==> config.mk <==
export PLATFORM = sky130hd
export DESIGN_NAME = arp_tx_flat
export DESIGN_NICKNAME = d
export VERILOG_FILES = /design/src/rtl/arp_tx_if.sv /design/src/rtl/arp_tx.sv /design/src/flat_wrapper.sv
export SDC_FILE = /design/constraint.sdc
export NUM_CORES = 1
export LEC_CHECK = 0
export ABC_AREA = 0
export BUFFER_PORTS_ARGS = -buffer_cell sky130_fd_sc_hd__buf_2
export CORE_ASPECT_RATIO = 1.4
export CORE_MARGIN = 2
export CORE_UTILIZATION = 25
export DETAILED_ROUTE_END_ITERATION = 8
export SETUP_SLACK_MARGIN = 0.15
export SYNTH_ARGS = -nofsm -noshare
export SYNTH_HDL_FRONTEND = slang
export SYNTH_SLANG_ARGS = --single-unit
export TNS_END_PERCENT = 100
==> constraint.sdc <==
create_clock -name clk -period 3.36 [get_ports clk]
set_input_delay 0.168 -clock clk [delete_from_list [all_inputs] [get_ports clk]]
set_output_delay 0.168 -clock clk [all_outputs]
set_load 0.01 [all_outputs]
==> src/rtl/arp_tx_if.sv <==
`default_nettype none
// ============================================================================
// Module      : arp_tx_if
// Description : Bundles the reply-request input of the ARP transmit block
//               with the byte-serial AXI-stream path into the tx MAC FIFO.
//               master : the ARP transmitter (consumes requests, drives stream)
//               slave  : the environment (issues requests, sinks stream)
// Signals     : arp_dv_in, remote_mac[47:0], remote_ip[31:0]   request
//               tx_fifo_tvalid/tready/tdata[7:0]/tlast/tuser   stream
// Revision    : 1.0 - initial release
// ============================================================================
interface arp_tx_if;
    logic        arp_dv_in;
    logic [47:0] remote_mac;
    logic [31:0] remote_ip;
    logic        tx_fifo_tvalid;
    logic        tx_fifo_tready;
    logic [7:0]  tx_fifo_tdata;
    logic        tx_fifo_tlast;
    logic        tx_fifo_tuser;

    modport master (
        input  arp_dv_in,
        input  remote_mac,
        input  remote_ip,
        input  tx_fifo_tready,
        output tx_fifo_tvalid,
        output tx_fifo_tdata,
        output tx_fifo_tlast,
        output tx_fifo_tuser
    );

    modport slave (
        output arp_dv_in,
        output remote_mac,
        output remote_ip,
        output tx_fifo_tready,
        input  tx_fifo_tvalid,
        input  tx_fifo_tdata,
        input  tx_fifo_tlast,
        input  tx_fifo_tuser
    );
endinterface
`default_nettype wire

==> src/rtl/arp_tx.sv <==
`default_nettype none
// ============================================================================
// Module      : arp_tx
// Description : ARP-reply frame generator. Accepts a one-cycle reply request
//               (requester MAC/IP), builds a 60-byte Ethernet ARP reply
//               (42 header bytes + zero padding, no FCS) and streams it
//               byte-serially over AXI-stream. One further request can be
//               held pending while a frame is in flight; latest wins.
// Ports       : clk, rst          clock, synchronous active-high reset
//               bus (master)      request in / AXI-stream out
//               busy              frame in flight or request pending
//               req_dropped       pulse: pending request overwritten
//               frames_sent[15:0] completed-frame counter (wraps)
// Revision    : 1.0 - initial release
// ============================================================================
module arp_tx #(
    parameter logic [47:0] LOCAL_MAC = 48'h00_0a_35_01_02_03,
    parameter logic [31:0] LOCAL_IP  = 32'h10_00_00_80
) (
    input  wire logic        clk,
    input  wire logic        rst,
    arp_tx_if.master         bus,
    output logic             busy,
    output logic             req_dropped,
    output logic [15:0]      frames_sent
);

    localparam logic [5:0] C_LAST_IDX = 6'd59;

    typedef enum logic [0:0] {
        ST_IDLE = 1'b0,
        ST_SEND = 1'b1
    } state_t;

    state_t      r_state;
    logic [5:0]  r_idx;
    logic [47:0] r_pend_mac;
    logic [31:0] r_pend_ip;
    logic        r_pend_valid;
    logic [47:0] r_cur_mac;
    logic [31:0] r_cur_ip;
    logic        r_req_dropped;
    logic [15:0] r_frames_sent;

    logic          w_consume;
    logic [479:0]  w_frame;
    logic [7:0]    w_byte;

    // The pending buffer is consumed only from IDLE; the transition to SEND
    // happens on the same edge.
    assign w_consume = (r_state == ST_IDLE) && r_pend_valid;

    // Whole frame as one vector, byte 0 in the top bits.
    assign w_frame = {r_cur_mac, LOCAL_MAC,
                      16'h0806,            // ethertype ARP
                      16'h0001,            // htype Ethernet
                      16'h0800,            // ptype IPv4
                      8'h06, 8'h04,        // hlen, plen
                      16'h0002,            // opcode reply
                      LOCAL_MAC, LOCAL_IP,
                      r_cur_mac, r_cur_ip,
                      144'h0};             // pad bytes 42..59

    assign w_byte = w_frame[(9'd479 - {r_idx, 3'b000}) -: 8];

    always_ff @(posedge clk) begin
        if (rst) begin
            r_state       <= ST_IDLE;
            r_idx         <= 6'd0;
            r_pend_mac    <= 48'h0;
            r_pend_ip     <= 32'h0;
            r_pend_valid  <= 1'b0;
            r_cur_mac     <= 48'h0;
            r_cur_ip      <= 32'h0;
            r_req_dropped <= 1'b0;
            r_frames_sent <= 16'h0;
        end else begin
            // A new request always lands in the pending slot; overwriting an
            // unconsumed one loses it.
            r_req_dropped <= bus.arp_dv_in && r_pend_valid && !w_consume;
            if (bus.arp_dv_in) begin
                r_pend_mac   <= bus.remote_mac;
                r_pend_ip    <= bus.remote_ip;
                r_pend_valid <= 1'b1;
            end else if (w_consume) begin
                r_pend_valid <= 1'b0;
            end

            case (r_state)
                ST_IDLE: begin
                    if (r_pend_valid) begin
                        r_cur_mac <= r_pend_mac;
                        r_cur_ip  <= r_pend_ip;
                        r_idx     <= 6'd0;
                        r_state   <= ST_SEND;
                    end
                end
                ST_SEND: begin
                    if (bus.tx_fifo_tready) begin
                        if (r_idx == C_LAST_IDX) begin
                            r_idx         <= 6'd0;
                            r_frames_sent <= r_frames_sent + 16'd1;
                            r_state       <= ST_IDLE;
                        end else begin
                            r_idx <= r_idx + 6'd1;
                        end
                    end
                end
                default: r_state <= ST_IDLE;
            endcase
        end
    end

    // Stream outputs derive from registered state only, so they hold steady
    // across stalls and drop the cycle after reset is sampled.
    assign bus.tx_fifo_tvalid = (r_state == ST_SEND);
    assign bus.tx_fifo_tdata  = (r_state == ST_SEND) ? w_byte : 8'h00;
    assign bus.tx_fifo_tlast  = (r_state == ST_SEND) && (r_idx == C_LAST_IDX);
    assign bus.tx_fifo_tuser  = 1'b0;

    assign busy        = (r_state == ST_SEND) || r_pend_valid;
    assign req_dropped = r_req_dropped;
    assign frames_sent = r_frames_sent;

endmodule
`default_nettype wire

==> src/flat_wrapper.sv <==
// flat-port wrapper written by rule: the top's interface ports become plain ports
module arp_tx_flat 
#(
    parameter logic [47:0] LOCAL_MAC = 48'h00_0a_35_01_02_03,
    parameter logic [31:0] LOCAL_IP  = 32'h10_00_00_80
)
  (clk, rst, busy, req_dropped, frames_sent, bus_arp_dv_in, bus_remote_mac, bus_remote_ip, bus_tx_fifo_tready, bus_tx_fifo_tvalid, bus_tx_fifo_tdata, bus_tx_fifo_tlast, bus_tx_fifo_tuser);
  arp_tx_if bus_i ();
  input  wire logic clk;
  input  wire logic rst;
  output logic busy;
  output logic req_dropped;
  output logic [15:0] frames_sent;
  input wire logic [$bits(bus_i.arp_dv_in)-1:0] bus_arp_dv_in;
  input wire logic [$bits(bus_i.remote_mac)-1:0] bus_remote_mac;
  input wire logic [$bits(bus_i.remote_ip)-1:0] bus_remote_ip;
  input wire logic [$bits(bus_i.tx_fifo_tready)-1:0] bus_tx_fifo_tready;
  output wire logic [$bits(bus_i.tx_fifo_tvalid)-1:0] bus_tx_fifo_tvalid;
  output wire logic [$bits(bus_i.tx_fifo_tdata)-1:0] bus_tx_fifo_tdata;
  output wire logic [$bits(bus_i.tx_fifo_tlast)-1:0] bus_tx_fifo_tlast;
  output wire logic [$bits(bus_i.tx_fifo_tuser)-1:0] bus_tx_fifo_tuser;
  assign bus_i.arp_dv_in = bus_arp_dv_in;
  assign bus_i.remote_mac = bus_remote_mac;
  assign bus_i.remote_ip = bus_remote_ip;
  assign bus_i.tx_fifo_tready = bus_tx_fifo_tready;
  assign bus_tx_fifo_tvalid = bus_i.tx_fifo_tvalid;
  assign bus_tx_fifo_tdata = bus_i.tx_fifo_tdata;
  assign bus_tx_fifo_tlast = bus_i.tx_fifo_tlast;
  assign bus_tx_fifo_tuser = bus_i.tx_fifo_tuser;
  arp_tx #(.LOCAL_MAC(LOCAL_MAC), .LOCAL_IP(LOCAL_IP)) u_core (.clk(clk), .rst(rst), .bus(bus_i), .busy(busy), .req_dropped(req_dropped), .frames_sent(frames_sent));
endmodule
==> flow_metrics.tcl <==
set metrics [dict create \
    async_flop_share_pct 0 \
    syn_nets 976 \
    clock.fmax_mhz 340 \
    hp-start "bus_remote_mac[47]" \
    place_hpwl_mm 14.4 \
    fin_area_um2 10000 \
    slew_headroom_pct 49.8 \
    cts_buffers 17 \
    grtUsageTotal_pct 13.0 \
    ys_ff_latch 185 \
    tightest_slew_ns 0.754 \
    final_max_slew_viol_count 0 \
    postCtsSetupBuffers 0 \
    cp_max_fo 19 \
    diodes 0 \
    p_sw_uw 1160 \
    port_buffers 111 \
    crit_path_start_kind "flip-flop" \
    root_buffer "clkbuf_16" \
    via_per_inst 4.45 \
    grt_setup_unrepaired "no" \
    fin_crit_sh_pct 87.5 \
    avgSynthCellArea_um2 8.79 \
    yosysUniqueCellTypes 50 \
    cp-end-kind "primary output" \
    seq_area_frac_synth_pct 47.8 \
    dieWidth_um 153 \
    mostFrequentLayoutCell "dfxtp_1" \
    htreeDepth 4 \
    critPathKind "flip-flop to primary output" \
    r2r_slack_ns 1.08 \
    synth_top_cell_by_area "dfxtp_1" \
    synth_ff_type "dfxtp_1" \
    first_pass_iters 4 \
    grt_max_degree 81 \
    maxCapViolCount 0 \
    rr_endpoint "u_core.frames_sent[15]" \
    path_clk_slew_ns 0.07 \
    place_area_um2 8620 \
    area_growth_pct 29.2 \
    hold_depth 3 \
    p_leak_uw 0.00393 \
    critPathSlowestCell "ha_1" \
    hold_class "input pin to flip-flop" \
    place_ws_ns 0.818 \
    die_area_um2 32500 \
    cp_cell_sequence "inv_1 > ha_1 > nor2b_2 > nand2_1 > o221ai_1 > a21oi_1 > o22ai_1 > buf_2" \
    combPwrFrac_pct 8.6 \
    clock-sinks 185 \
    synth_top_area_share_pct 47.8 \
    via_count 6398 \
    synth_edf_count 0 \
    drc 0 \
    wl_mm 20.7 \
    seqPwrFrac_pct 48.3 \
    setup_tns_ns 0 \
    cp.arrival_ns 2.77 \
    reg2reg_depth 6 \
    fin_skew_ns 0.0139 \
    syn-instance-count 882 \
    hold_violations 0 \
    fin_nets 1129 \
    clk-insertion-delay-late_ns 0.45 \
    internal_power_uw 3680 \
    period_minus_slack_ns 2.94 \
    num_rows 76 \
    grt_overflow_total 0 \
    gp_congestion 0.874 \
    fp.dieH_um 212 \
    wl_per_cell_um 14.4 \
    ir_drop_uv 246 \
    ant_nets 0 \
    power.density_nw_per_um2 483 \
    grt_pass1_wl_mm 33.4 \
    synth_area_um2 7750 \
    final_cell_mix "184 x dfxtp_1, 177 x nand2_1, 110 x nor2_1" \
    yosys-top-cells-area "dfxtp_1 48%, mux2i_1 14%, nand2_1 8.6%, a21oi_1 6.2%, nor2_1 5.3%" \
    grt_antenna_before_repair 0 \
    start_util_pct 25.3 \
    clk_path_buf_depth 2 \
    drive_gt1_share_pct 16.6 \
    setup_slack_ns 0.421 \
    drt_iter0_drc 426 \
    cts_tree "yes" \
    min_to "u_core.r_pend_mac[47]" \
    clkPwrFrac_pct 43.1 \
    grt_pass1_vias 6414 \
    outcome "finished, final reports clean" \
    hold_slack_ns 0.0217 \
    ys_warn_count 0 \
    max_stage_delay_ns 0.63 \
    core_um2 30600 \
    worst_ep_required_time_ns 3.19 \
    setup_violations 0 \
    worstReg2RegStart "u_core.r_idx[0]" \
    io_pins 113 \
    power_uw 4840 \
    netSwitchingFraction_pct 23.9 \
]
-- final cells by class --
| cell class | count | area (um^2) |
|---|---|---|
| clock inverter | 13 | 165 |
| timing repair buffer | 202 | 1480 |
| multi-input combinational | 620 | 3700 |
| inverter | 9 | 33.8 |
| clock buffer | 19 | 443 |
| tap | 390 | 488 |
| fill | 3250 | 20600 |
| sequential | 185 | 3700 |
-- critical path: cells and delay by family (launching register included) --
kind	cells	cell delay, ns
flops	1	0.33
buf+inv	2	0.29
simple gates	2	0.51
compound gates	3	0.56
fa+ha+maj	1	0.63
-- cells in the mapped netlist, types with 2 or more instances --
cell type / count
nor2_2: 2
nor2_1: 110
inv_1: 9
nand2b_1: 2
nand3_2: 2
a22oi_1: 4
or3_1: 7
ha_1: 10
xor2_1: 4
nor2b_1: 4
o21ai_0: 12
mux4_2: 5
buf_2: 14
a221oi_1: 2
xnor2_1: 11
mux2i_1: 106
dfxtp_1: 185
o22ai_1: 7
o21a_1: 2
mux2_2: 2
and4_1: 2
clkbuf_1: 37
nor3_1: 12
nand4_1: 3
a211oi_1: 2
o221ai_1: 2
a31oi_1: 5
buf_6: 3
buf_1: 5
nand2_1: 177
a311o_1: 2
and2_1: 4
a21oi_1: 96
buf_4: 8
nand3_1: 9
-- cells by family (layout without fill, tap and decap cells) --
family | after synthesis | in the layout | synth area share [%]
and+or+nand+nor | 341 | 341 | 18.5
AOI/OAI and AO/OA | 139 | 139 | 9.99
adders and majority gates | 10 | 10 | 1.61
xor gates and xnor gates | 15 | 15 | 1.69
buffers and inverters | 77 | 243 | 4.65
DFF | 185 | 185 | 47.8
other | 1 | 1 | 0.0484
muxes | 114 | 114 | 15.8
-- worst max-delay path by stage --
stage	from	end
6_report	u_core.r_idx[2]	bus_tx_fifo_tdata[0]
5_1_grt	u_core.r_idx[2]	bus_tx_fifo_tdata[0]
4_1_cts	u_core.r_idx[2]	bus_tx_fifo_tdata[0]
3_5_place_dp	u_core.r_idx[2]	bus_tx_fifo_tdata[0]
3_3_place_gp	u_core.r_idx[2]	bus_tx_fifo_tdata[0]
2_1_floorplan	u_core.r_idx[2]	bus_tx_fifo_tdata[0]
-- metal layers --
metal,vias up,global-route usage (%),wire [um]
li1,3266,-,-
met1,2998,15.0,9040
met2,112,23.4,10600
met3,22,2.65,643
met4,0,5.08,378
met5,-,0,0
-- repair_timing --
action,CTS,global route
endpoints found under the hold margin,79,0
hold buffers,79,0
endpoints found under the setup margin,0,1
resized for setup,0,1
-- sequential cells by signal, indices dropped and copies added, names as in the netlist --
name / cells
u_core.r_pend_mac: 48
u_core.bus.tx_fifo_tvalid: 1
u_core.req_dropped: 1
u_core.r_cur_ip: 32
u_core.r_idx: 6
u_core.r_pend_ip: 32
u_core.r_pend_valid: 1
u_core.frames_sent: 16
u_core.r_cur_mac: 48
-- through the flow --
step           cells  utilization [%]
2_1_floorplan    882                -
3_3_place_gp    1327             28.2
3_5_place_dp    1327             28.2
4_1_cts         1438             32.7
5_1_grt         1438             32.7
6_report        1438             32.7
-- power by group through the flow --
stage / combinational [uW] / sequential (uW) / clock (uW)
finish: 418 / 2340 / 2080
global placement: 347 / 2390 / 0
floorplan: 246 / 2360 / 0
CTS: 425 / 2340 / 2130
detailed placement: 353 / 2390 / 0
global route: 468 / 2350 / 2220
(Power assumes the default switching activity.)
